--- config.mk ---
export PLATFORM = sky130hd
export DESIGN_NAME = fetch_ctrl
export DESIGN_NICKNAME = d
export VERILOG_FILES = /design/src/rtl/fetch_ctrl.sv
export SDC_FILE = /design/constraint.sdc
export NUM_CORES = 1
export LEC_CHECK = 0
export BUFFER_PORTS_ARGS = -buffer_cell sky130_fd_sc_hd__buf_2
export CORE_MARGIN = 4
export CORE_UTILIZATION = 30
export DETAILED_ROUTE_END_ITERATION = 8
export PLACE_DENSITY = 0.65
export SLEW_MARGIN = 10
export SYNTH_ARGS = -nofsm -noshare
export SYNTH_HDL_FRONTEND = slang
export SYNTH_SLANG_ARGS = --single-unit
--- constraint.sdc ---
create_clock -name clk -period 2.2 [get_ports clk]
set_input_delay 0.22 -clock clk [delete_from_list [all_inputs] [get_ports clk]]
set_output_delay 0.22 -clock clk [all_outputs]
set_load 0.005 [all_outputs]
--- src/rtl/fetch_ctrl.sv ---
// Instruction fetch controller: requests a word for the current PC, holds it for the
// decoder, steps or redirects the external PC register, and latches fatal fetch errors.
module fetch_ctrl #(
    parameter int PC_STEP      = 4,
    parameter int IMEM_TIMEOUT = 15
) (
    input  logic        clk,
    input  logic        rst,
    input  logic [31:0] pc_in,
    output logic        pc_ena,
    output logic [31:0] pc_next,
    output logic        imem_req,
    output logic [31:0] imem_addr,
    input  logic        imem_ack,
    input  logic [31:0] imem_data,
    output logic        instr_valid,
    output logic [31:0] instr,
    input  logic        instr_ready,
    input  logic        redirect_valid,
    input  logic [31:0] redirect_pc,
    output logic        fetch_err,
    output logic [1:0]  err_code
);

    localparam logic [1:0] S_IDLE = 2'd0;
    localparam logic [1:0] S_REQ  = 2'd1;
    localparam logic [1:0] S_HOLD = 2'd2;
    localparam logic [1:0] S_ERR  = 2'd3;

    localparam logic [1:0] ERR_NONE     = 2'b00;
    localparam logic [1:0] ERR_TIMEOUT  = 2'b01;
    localparam logic [1:0] ERR_MISALIGN = 2'b10;

    // Wait counter value seen on the last permitted ack-less REQ cycle.
    localparam logic [7:0]  WAIT_LAST = 8'(IMEM_TIMEOUT - 1);
    localparam logic [31:0] STEP      = 32'(PC_STEP);

    logic [1:0]  state,      state_nxt;
    logic [7:0]  wait_cnt,   wait_cnt_nxt;
    logic        pend_valid, pend_valid_nxt;
    logic [31:0] pend_pc,    pend_pc_nxt;
    logic [31:0] instr_q,    instr_nxt;
    logic [1:0]  err_q,      err_nxt;

    logic        misaligned;
    logic        redirect_hit;
    logic [31:0] redirect_tgt;

    assign misaligned   = (pc_in[1:0] != 2'b00);
    assign redirect_hit = redirect_valid | pend_valid;
    // A redirect arriving in the ack cycle is newer than anything pending.
    assign redirect_tgt = redirect_valid ? redirect_pc : pend_pc;

    // NOTE: every signal driven here gets a default first, so no path leaves one
    // unassigned and no latch is inferred.
    always_comb begin
        state_nxt      = state;
        wait_cnt_nxt   = 8'd0;
        pend_valid_nxt = pend_valid;
        pend_pc_nxt    = pend_pc;
        instr_nxt      = instr_q;
        err_nxt        = err_q;
        pc_ena         = 1'b0;
        pc_next        = 32'd0;
        imem_req       = 1'b0;
        imem_addr      = 32'd0;
        instr_valid    = 1'b0;
        fetch_err      = 1'b0;
        err_code       = ERR_NONE;

        case (state)
            S_IDLE: begin
                state_nxt = S_REQ;
            end

            S_REQ: begin
                if (misaligned) begin
                    state_nxt = S_ERR;
                    err_nxt   = ERR_MISALIGN;
                end else begin
                    imem_req  = 1'b1;
                    imem_addr = pc_in;
                    if (imem_ack) begin
                        if (redirect_hit) begin
                            // Returned word belongs to the abandoned path: drop it and refetch.
                            pc_ena         = 1'b1;
                            pc_next        = redirect_tgt;
                            pend_valid_nxt = 1'b0;
                        end else begin
                            instr_nxt = imem_data;
                            state_nxt = S_HOLD;
                        end
                    end else begin
                        if (redirect_valid) begin
                            pend_valid_nxt = 1'b1;
                            pend_pc_nxt    = redirect_pc;
                        end
                        if (wait_cnt == WAIT_LAST) begin
                            state_nxt = S_ERR;
                            err_nxt   = ERR_TIMEOUT;
                        end else begin
                            wait_cnt_nxt = wait_cnt + 8'd1;
                        end
                    end
                end
            end

            S_HOLD: begin
                instr_valid = 1'b1;
                if (redirect_valid) begin
                    pc_ena    = 1'b1;
                    pc_next   = redirect_pc;
                    state_nxt = S_REQ;
                end else if (instr_ready) begin
                    pc_ena    = 1'b1;
                    pc_next   = pc_in + STEP;
                    state_nxt = S_REQ;
                end
            end

            S_ERR: begin
                fetch_err = 1'b1;
                err_code  = err_q;
            end

            default: begin
                state_nxt = S_IDLE;
            end
        endcase
    end

    assign instr = instr_q;

    // NOTE: state is updated with non-blocking assignments so every register samples
    // the pre-edge values; the held instruction is an ordinary register and is reset too.
    always_ff @(posedge clk or negedge rst) begin
        if (!rst) begin
            state      <= S_IDLE;
            wait_cnt   <= 8'd0;
            pend_valid <= 1'b0;
            pend_pc    <= 32'd0;
            instr_q    <= 32'd0;
            err_q      <= ERR_NONE;
        end else begin
            state      <= state_nxt;
            wait_cnt   <= wait_cnt_nxt;
            pend_valid <= pend_valid_nxt;
            pend_pc    <= pend_pc_nxt;
            instr_q    <= instr_nxt;
            err_q      <= err_nxt;
        end
    end

endmodule

==> metrics.csv, run 1 <==
metric,value,unit
outcome,"complete, but fails checks",
failing checks,setup timing,
WHS Path Cells,2,
Cell variety after synth,62,
clock buffer depth,2,
Min Hold Slack,0.0897,ns
Core ar.,0.0161,mm^2
"wirelength, routed",17400,um
RSZ-0062 raised after global routing,true,
r2r endpoint,pend_pc[14]$_DFFE_PN0P_,
share of cells above drive strength 1,51.8,%
Vias/cell,5.17,
Area Overhead vs Synth,44.0,%
H-tree depth,3,
Yosys top cell by area,dfrtp_1,
pre-CTS WS,0.0606,ns
Worst-path clk slew,0.06,ns
# port buffers,200,
Final Cell Area,0.00715,mm^2
Iter 0 DRT Violations,320,
area of the multi-input gates,0.00303,mm^2
endpoint type of the worst setup path,primary output,
gr ovfl total,0,
worst-case reg-to-reg path depth,8,
global-route wire length before repair,26100,um
R2R setup slack,0.13,ns
main area contributors after synthesis,"dfrtp_1, mux2_2, and2_1",
die width,137,um
max incr delay on CP,0.44,ns
HPWL after DPL,12900,um
drt first pass iters,5,
CP required,1.98,ns
Final WS setup,-0.151,ns
initial antenna violation count,4,
die height,137,um
final worst path period share,107,%
clock skew,0.00904,ns
Slowest cell on crit path,dfrtp_1,
Worst Hold Class,in2reg,
crit-path leading delay family,compound AO/OA/AOI/OAI gates,
sequential share of the synthesized area,38.8,%
CTS tree,done,
top cell type's share of synthesized area,38.8,%
Leak,3.56,nW
routed vias,4977,
clock root cell,clkbuf_16,
vias in the first global route,4886,
kind of critical path,reg2out,
Critical Path Start Type,flip-flop,
I/O Pins,203,
max-cap violation count,0,
"Cell Chain, Critical Path",ha_4 > and4bb_4 > and2_4 > a22o_1 > a221o_1 > buf_2,
DIE AREA,0.0187,mm^2
final net count,848,
Yosys Warn Count,0,
aggregate negative setup slack,-2.21,ns
Post-synth ARST share,100,%
Fmax achieved,0.425,GHz
dpl cells,929,
Final ANT Viol Nets,0,
CP Buf/Inv Count,1,
WL per Instance,18.1,um
Final min period,2.35,ns
placed cell area,0.00641,mm^2
fin. max-slew vios,0,
Tot GR Track Use,17.9,%
worst skew pair latency,0.34,ns
launch point of the worst reg-to-reg path,state[1]$_DFFE_PN0P_,
dominant synthesized flop cell,dfrtp_1,
Post-synth EDFFs,0,
Worst Hold End,instr[12]$_DFFE_PN0P_,
Mapped Cells,506,
CP max FO,7,
Max IR drop VDD,0.307,mV
"commonest non-fill, non-tap cell in the layout",buf_2,
cts bufs inserted,9,
synthesized area per cell,9.82,um^2
Synth Register Bits,77,
largest net degree at the start of global routing,48,
row count,46,
most frequent cells in the layout,"buf_2, dfrtp_1, mux2_2",
Clock Sinks,77,
DRC violations left,0,
Final setup viols,27,
Reg area,0.00193,mm^2
final hold viol count,0,
Routability Congestion,0.844,
Initial Util,30.9,%
hold wc startpoint,imem_data[12],
fin cells,963,
Post-Synthesis Cell Area,0.00497,mm^2
"Arr. time, crit path",2.13,ns
Power Dens Cells,459,mW/mm^2
Fillers,1537,
synth_stat cells (all sizes together), types with 7 or more instances:
cell    number
and3        11
dfrtp       77
o21ai       13
buf         20
and2        39
xor2         7
inv         14
nand4       16
a22oi       22
mux2        68
o211ai       8
nand2       24
nand3       22
nor2        34
xnor2        9
nor3         8
clkbuf      16
ha           7
a21oi       16
metal layers:
layer / share of wire, % / wire (um) / global-route usage [%] / vias up
met2: 48 / 8310 / 30.5 / 224
li1: - / - / - / 2353
met1: 41 / 7110 / 22.0 / 2369
met5: 0.12 / 20 / 0 / -
met3: 9.6 / 1680 / 4.96 / 27
met4: 1.5 / 267 / 5.38 / 4
report_power, final:
group	internal, W	switching, W
combinational	0.000132	0.000188
sequential	0.00142	0.00000111
clock	0.000895	0.000653
metrics by stage:
stage / power (W) / util, %
floorplan: 0.00154 / -
global placement: 0.00175 / 39.9
detailed placement: 0.00175 / 39.9
CTS: 0.00332 / 43.5
global route: 0.00342 / 44.6
finish: 0.00329 / 44.6
kinds of logic (layout without fill, tap and decap cells):
| family | after synthesis | count (layout) | share of synthesized area (%) |
|---|---|---|---|
| AO/OA/AOI/OAI | 103 | 103 | 15.0 |
| XOR/XNOR | 16 | 16 | 2.82 |
| adder cells (fa/ha/maj) | 7 | 7 | 1.76 |
| buffers and inverters | 50 | 288 | 4.69 |
| flip-flops | 77 | 77 | 38.8 |
| multiplexers | 70 | 70 | 15.8 |
| other | 1 | 4 | 0.0755 |
| AND/OR/NAND/NOR | 182 | 182 | 21.0 |
how the worst max path moves through the flow:
stage | from | to | slack, ns | depth (start not counted)
final | state[0]$_DFFE_PN0P_ | pc_next[26] | -0.15 | 6
after CTS | state[0]$_DFFE_PN0P_ | pc_next[27] | -0.16 | 7
after detailed placement | state[1]$_DFFE_PN0P_ | pc_next[18] | 0.06 | 8
after global placement | state[0]$_DFFE_PN0P_ | pc_next[24] | 0.12 | 7
after floorplan | state[0]$_DFFE_PN0P_ | pc_next[31] | 0.20 | 8
after global routing | state[0]$_DFFE_PN0P_ | pc_next[26] | -0.19 | 6
state kept, by name, summed over array words and instances (netlist names):
signal / count
err_q: 2
instr: 32
pend_pc: 32
pend_valid: 1
state: 2
wait_cnt: 8
final cells by class:
class / count / share of cell area (%)
Timing Repair Buffer: 258 / 21.9
Multi-Input combinational cell: 380 / 42.3
Antenna cell: 2 / 0.0700
Clock inverter: 7 / 1.15
Sequential cell: 77 / 26.9
Tap cell: 216 / 3.78
Clock buffer: 9 / 3.15
Inverter: 14 / 0.735
worst register-to-register path: cells and delay by family, from the launching register on:
kind | cells | cell delay, ns
adders and majority gates | 1 | 0.13
buffers and inverters | 4 | 0.62
DFF | 1 | 0.41
muxes | 1 | 0.39
and+or+nand+nor | 2 | 0.41
repair_timing:
| item | in CTS | in global routing |
|---|---|---|
| endpoints found under the setup margin | 32 | 31 |
| hold buffers | 1 | 0 |
| pin swaps | 25 | 27 |
| buffers inserted | 8 | 4 |
| cloned | 2 | 1 |
| resized for setup | 40 | 21 |
| hold endpoints to repair | 30 | 0 |
Note: power is estimated with default switching activity, not from simulation.
==> run 2: changes to the inputs <==
RECOVER_POWER = 25   (was not set)
==> metrics.csv, run 2 (synthesized netlist as in run 1, its figures left out) <==
metric,value,unit,change
"commonest non-fill, non-tap cell in the layout",buf_2,,
vias in the first global route,4886,,unchanged
Routability Congestion,0.844,,unchanged
Tot GR Track Use,17.9,%,unchanged
initial antenna violation count,4,,unchanged
Final setup viols,27,,unchanged
RSZ-0062 raised after global routing,true,,
met2 usage,30.5,%,unchanged
die width,137,um,unchanged
"Arr. time, crit path",2.13,ns,about the same
WL per Instance,18.1,um,about the same
Fmax achieved,0.425,GHz,-0.15%
Final Core Density,44.5,%,-0.10 points
DIE AREA,0.0187,mm^2,unchanged
Vias/cell,5.21,,+0.74%
Worst-Margin Slew,0.739,ns,
HPWL after DPL,12900,um,unchanged
Critical Path Start Type,flip-flop,,
worst skew pair latency,0.34,ns,about the same
most frequent cells in the layout,"buf_2, dfrtp_1, mux2_2",,
Max IR drop VDD,0.308,mV,about the same
Rel. slew slack,50.7,%,
"wirelength, routed",17400,um,about the same
Worst Hold Class,in2reg,,
area of the multi-input gates,0.00303,mm^2,unchanged
global-route wire length before repair,26100,um,unchanged
Area Overhead vs Synth,43.7,%,
CTS tree,done,,
fin. max-slew vios,0,,unchanged
clock root cell,clkbuf_16,,
Worst-path clk slew,0.06,ns,about the same
CP max FO,7,,unchanged
met1 Usage GRT,22.0,%,unchanged
met3 Use GR,4.96,%,unchanged
CP required,1.98,ns,about the same
cts bufs inserted,9,,unchanged
max-cap violation count,0,,unchanged
clock buffer depth,2,,unchanged
endpoint type of the worst setup path,primary output,,
busiest grt layer,met2,,
DRC violations left,0,,unchanged
I/O Pins,203,,unchanged
final worst path period share,107,%,+0.16 points
Fillers,1537,,unchanged
row count,46,,unchanged
Core ar.,0.0161,mm^2,unchanged
gr ovfl total,0,,unchanged
die height,137,um,unchanged
Reg area,0.00193,mm^2,unchanged
Initial Util,30.9,%,unchanged
H-tree depth,3,,unchanged
clock skew,0.00845,ns,-0.000597 ns
Leak,3.55,nW,-0.28%
final hold viol count,0,,unchanged
kind of critical path,reg2out,,
routed vias,5014,,+0.74%
pre-CTS WS,0.0606,ns,unchanged
failing checks,setup timing,,
Final min period,2.35,ns,+0.00357 ns
share of cells above drive strength 1,51.7,%,-0.13 points
Clock Sinks,77,,unchanged
drt first pass iters,6,,+1
largest net degree at the start of global routing,48,,unchanged
Final ANT Viol Nets,0,,unchanged
outcome,"complete, but fails checks",,
Power Dens Cells,460,mW/mm^2,+0.10%
# port buffers,200,,unchanged
Final WS setup,-0.154,ns,-0.00357 ns
final net count,848,,unchanged
Iter 0 DRT Violations,330,,+3.1%
## run 2: metal layers
metal | part of all wire (%) | vias to the layer above
met4 | 1.6 | 4
met2 | 48 | 233
met3 | 9.8 | 28
li1 | - | 2360
met5 | 0.11 | -
met1 | 40 | 2389
## run 2: worst paths after layout
kind                                       start                      end  slack [ns]  cells past startpoint
max in group asynchronous                    rst  pend_pc[11]$_DFFE_PN0P_        0.50                      3
min in group asynchronous                    rst    instr[12]$_DFFE_PN0P_        0.47                      2
min reg2reg                wait_cnt[0]$_DFF_PN0_    wait_cnt[0]$_DFF_PN0_        0.50                      1
max reg2reg                 state[1]$_DFFE_PN0P_  pend_pc[26]$_DFFE_PN0P_        0.15                      8
max                         state[0]$_DFFE_PN0P_              pc_next[18]       -0.15                      6
min                                imem_data[12]    instr[12]$_DFFE_PN0P_        0.09                      2
## run 2: per-stage QoR
| stage | instance area (um^2) | TNS, ns | std cells | power [W] | hold slack (ns) |
|---|---|---|---|---|---|
| finish | 7140 | -2.17 | 963 | 0.00328 | 0.0891 |
| global placement | 6410 | 0 | 929 | 0.00175 | 0.182 |
| floorplan | 4970 | 0 | 507 | 0.00154 | -0.0756 |
| detailed placement | 6410 | 0 | 929 | 0.00175 | 0.179 |
| global route | 7140 | -3.87 | 963 | 0.00342 | 0.0957 |
| CTS | 6990 | -2.29 | 956 | 0.00332 | 0.0813 |
## run 2: repair_timing
item	in CTS	in global routing
pin swaps	25	27
hold endpoints to repair	30	0
gates resized for setup	40	21
endpoints found under the setup margin	32	31
setup buffers	8	4
hold buffers	1	0
gates cloned	2	1
## run 2: area by class of cell
| type | count | share of cell area (%) |
|---|---|---|
| multi-input combinational | 380 | 42.4 |
| sequential | 77 | 27.0 |
| timing repair buffer | 258 | 21.7 |
| tap | 216 | 3.79 |
| clock buffer | 9 | 3.16 |
| clock inverter | 7 | 1.16 |
| inverter | 14 | 0.736 |
| antenna | 2 | 0.0701 |
## run 2: power by group
group	internal (W)	switching [W]	total (W)
sequential	0.00142	0.00000112	0.00142
clock	0.000895	0.000653	0.00155
combinational	0.000129	0.000187	0.000316
## run 2: critical path, cell delays in order (launching register included)
cell      delay [ns]
dfrtp_1         0.44
ha_4            0.19
and4bb_4        0.22
and2_4          0.20
a222oi_1        0.37
a311oi_2        0.20
buf_2           0.17
==> run 3: changes to the inputs <==
ABC_AREA = 1   (was not set)
PLACE_DENSITY = 0.64   (was 0.65)
==> metrics.csv, run 3 <==
metric,value,unit,change
Internal,0.00423,W,+73%
Tot GR Track Use,18.3,%,+0.38 points
Post-synth EDFFs,0,,unchanged
PnR Total Power,0.00655,W,+99%
initial antenna violation count,2,,-2
row count,48,,+4.3%
list of most frequent post-synthesis cells,"nand2_1, inv_1, o21ai_0, nor2_1, dfrtp_1",,
Area Overhead vs Synth,34.4,%,
sequential share of power,34.6,%,-8.6 points
RSZ-0062 raised after global routing,true,,
Routability Congestion,0.948,,+12%
switching share of power,35.4,%,+9.8 points
final net count,1067,,+26%
top cell type's share of synthesized area,36.4,%,-2.4 points
Fillers,1847,,+20%
sequential share of the synthesized area,36.4,%,-2.4 points
Sw Pwr,0.00232,W,+180%
Worst-Margin Slew,0.867,ns,+0.128 ns
drt first pass iters,5,,-1
H-tree depth,3,,unchanged
share of cells above drive strength 1,31.6,%,-20 points
Final WS setup,0.0734,ns,+0.228 ns
Post-synth ARST share,100,%,unchanged
final worst path period share,96.7,%,-10 points
CP required,1.98,ns,about the same
Rel. slew slack,42.2,%,-8.5 points
Max IR drop VDD,0.484,mV,+57%
Worst Hold Class,in2reg,,
fin. max-slew vios,0,,unchanged
most common cell in the netlist,nand2_1,,
gr ovfl total,0,,unchanged
CP max FO,6,,-1
outcome,"finished, final reports clean",,
Clock Sinks,77,,unchanged
clock buffer depth,2,,unchanged
worst-case reg-to-reg path depth,9,,+1
pre-CTS WS,0.134,ns,+0.0735 ns
Vias/cell,4.75,,-8.8%
Leak,3.71,nW,+4.3%
r2r endpoint,state[1]$_DFFE_PN0P_,,
Final ANT Viol Nets,0,,unchanged
main area contributors after synthesis,"dfrtp_1, nand2_1, mux2_4",,
I/O Pins,203,,unchanged
Cell variety after synth,32,,-48%
"wirelength, routed",18300,um,+5.2%
routed vias,5655,,+13%
cts bufs inserted,9,,unchanged
Iter 0 DRT Violations,329,,-0.30%
dominant synthesized flop cell,dfrtp_1,,
Fmax achieved,0.470,GHz,+11%
most frequent cells in the layout,"nand2_1, buf_2, o21ai_0",,
largest net degree at the start of global routing,68,,+42%
HPWL after DPL,13400,um,+4.1%
"Arr. time, crit path",1.91,ns,-0.22 ns
die width,141,um,+3.0%
endpoint type of the worst setup path,primary output,,
Logic pwr share,40.9,%,+31 points
clock skew,0.00348,ns,-0.00496 ns
Yosys top cell by area,dfrtp_1,,
Final Cell Area,0.00711,mm^2,-0.39%
Mapped Cells,758,,+50%
Core ar.,0.0173,mm^2,+7.7%
CTS tree,done,,
Final min period,2.13,ns,-0.228 ns
R2R setup slack,0.51,ns,+0.36 ns
Synth Register Bits,77,,unchanged
clock power share,24.5,%,-23 points
global-route wire length before repair,28700,um,+9.7%
launch point of the worst reg-to-reg path,wait_cnt[0]$_DFF_PN0_,,
"commonest non-fill, non-tap cell in the layout",nand2_1,,
Worst-path clk slew,0.06,ns,about the same
placed cell area,0.00659,mm^2,+2.8%
# port buffers,200,,unchanged
die height,141,um,+3.0%
synthesized area per cell,6.98,um^2,-29%
Power Dens Cells,921,mW/mm^2,+100%
DIE AREA,0.0198,mm^2,+6.1%
clock root cell,clkbuf_16,,
Yosys Warn Count,0,,unchanged
DRC violations left,0,,unchanged
Initial Util,30.6,%,-0.34 points
max-cap violation count,0,,unchanged
kind of critical path,reg2out,,
final hold viol count,0,,unchanged
vias in the first global route,5471,,+12%
Critical path origin,state[1]$_DFFE_PN0P_,,
Critical Path Start Type,flip-flop,,
WL per Instance,15.4,um,-15%
Final setup viols,0,,-100%
worst skew pair latency,0.34,ns,about the same
Post-Synthesis Cell Area,0.00529,mm^2,+6.5%
endpoint of the most critical setup path,pc_next[15],,
## run 3: what timing repair did
item                       CTS  global route
resized for setup            9            21
pin swaps                    2            12
setup buffers                8             0
setup endpoints to repair   29            28
gates cloned                 2             1
hold buffers                 1             0
hold endpoints to repair    34             0
## run 3: cell families after synthesis
group / Yosys count / share of synthesized area, %
AOI/OAI and AO/OA: 128 / 12.1
xor gates and xnor gates: 2 / 0.331
adders and majority gates: 7 / 1.66
buffers and inverters: 121 / 10.0
DFF: 77 / 36.4
muxes: 32 / 8.94
other: 1 / 0.0709
and+or+nand+nor: 390 / 30.4
## run 3: power groups by stage
stage,logic [W],registers [W],clock network (W)
CTS,0.00269,0.00226,0.00165
finish,0.00268,0.00227,0.00160
floorplan,0.00143,0.00228,0
global route,0.00297,0.00234,0.00171
global placement,0.00252,0.00227,0
detailed placement,0.00256,0.00228,0
## run 3: cell type report
cell class | instances | area (um^2) | area share [%]
multi-input cells | 561 | 2920 | 41.1
clock inverters | 6 | 87.6 | 1.23
clock buffers | 9 | 225 | 3.17
well taps | 225 | 282 | 3.96
diodes | 3 | 7.51 | 0.106
inverters | 85 | 324 | 4.56
repair buffers | 225 | 1340 | 18.8
flip-flops and latches | 77 | 1930 | 27.1
## run 3: worst max-delay path: stages, from the launching register on
cell       delay, ns
dfrtp_1         0.39
inv_2           0.07
ha_4            0.14
inv_4           0.05
nor2_8          0.08
nand2_4         0.06
nor2_4          0.14
buf_6           0.14
clkbuf_16       0.15
nand2_1         0.05
a21oi_1         0.16
buf_2           0.14
## run 3: worst min-delay path by stage
| stage | start | endpoint | slack [ns] | depth (start not counted) |
|---|---|---|---|---|
| 6_report | imem_data[21] | instr[21]$_DFFE_PN0P_ | 0.10 | 2 |
| 5_1_grt | imem_data[14] | instr[14]$_DFFE_PN0P_ | 0.09 | 2 |
| 4_1_cts | imem_data[7] | instr[7]$_DFFE_PN0P_ | 0.09 | 2 |
| 3_5_place_dp | rst | instr[29]$_DFFE_PN0P_ | 0.21 | 1 |
| 3_3_place_gp | rst | instr[1]$_DFFE_PN0P_ | 0.21 | 1 |
| 2_1_floorplan | rst | err_q[0]$_DFFE_PN0P_ | -0.08 | 0 |
## run 3: per-layer routing
metal	GRT usage, %	part of all wire, %	wire [um]	vias to the layer above
met1	22.5	42	7670	2632
met2	31.3	49	8900	188
met4	8.77	3.7	671	0
li1	-	-	-	2795
met5	0	0	0	-
met3	2.92	5.8	1060	40
## run 3: stage by stage
stage	setup TNS (ns)	cells	hold WS [ns]	utilization, %
6_report	0	1191	0.102	41.1
5_1_grt	-0.00156	1190	0.0934	41.1
4_1_cts	0	1189	0.0883	40.9
3_5_place_dp	0	1163	0.212	38.1
3_3_place_gp	0	1163	0.210	38.1
2_1_floorplan	0	759	-0.0756	-
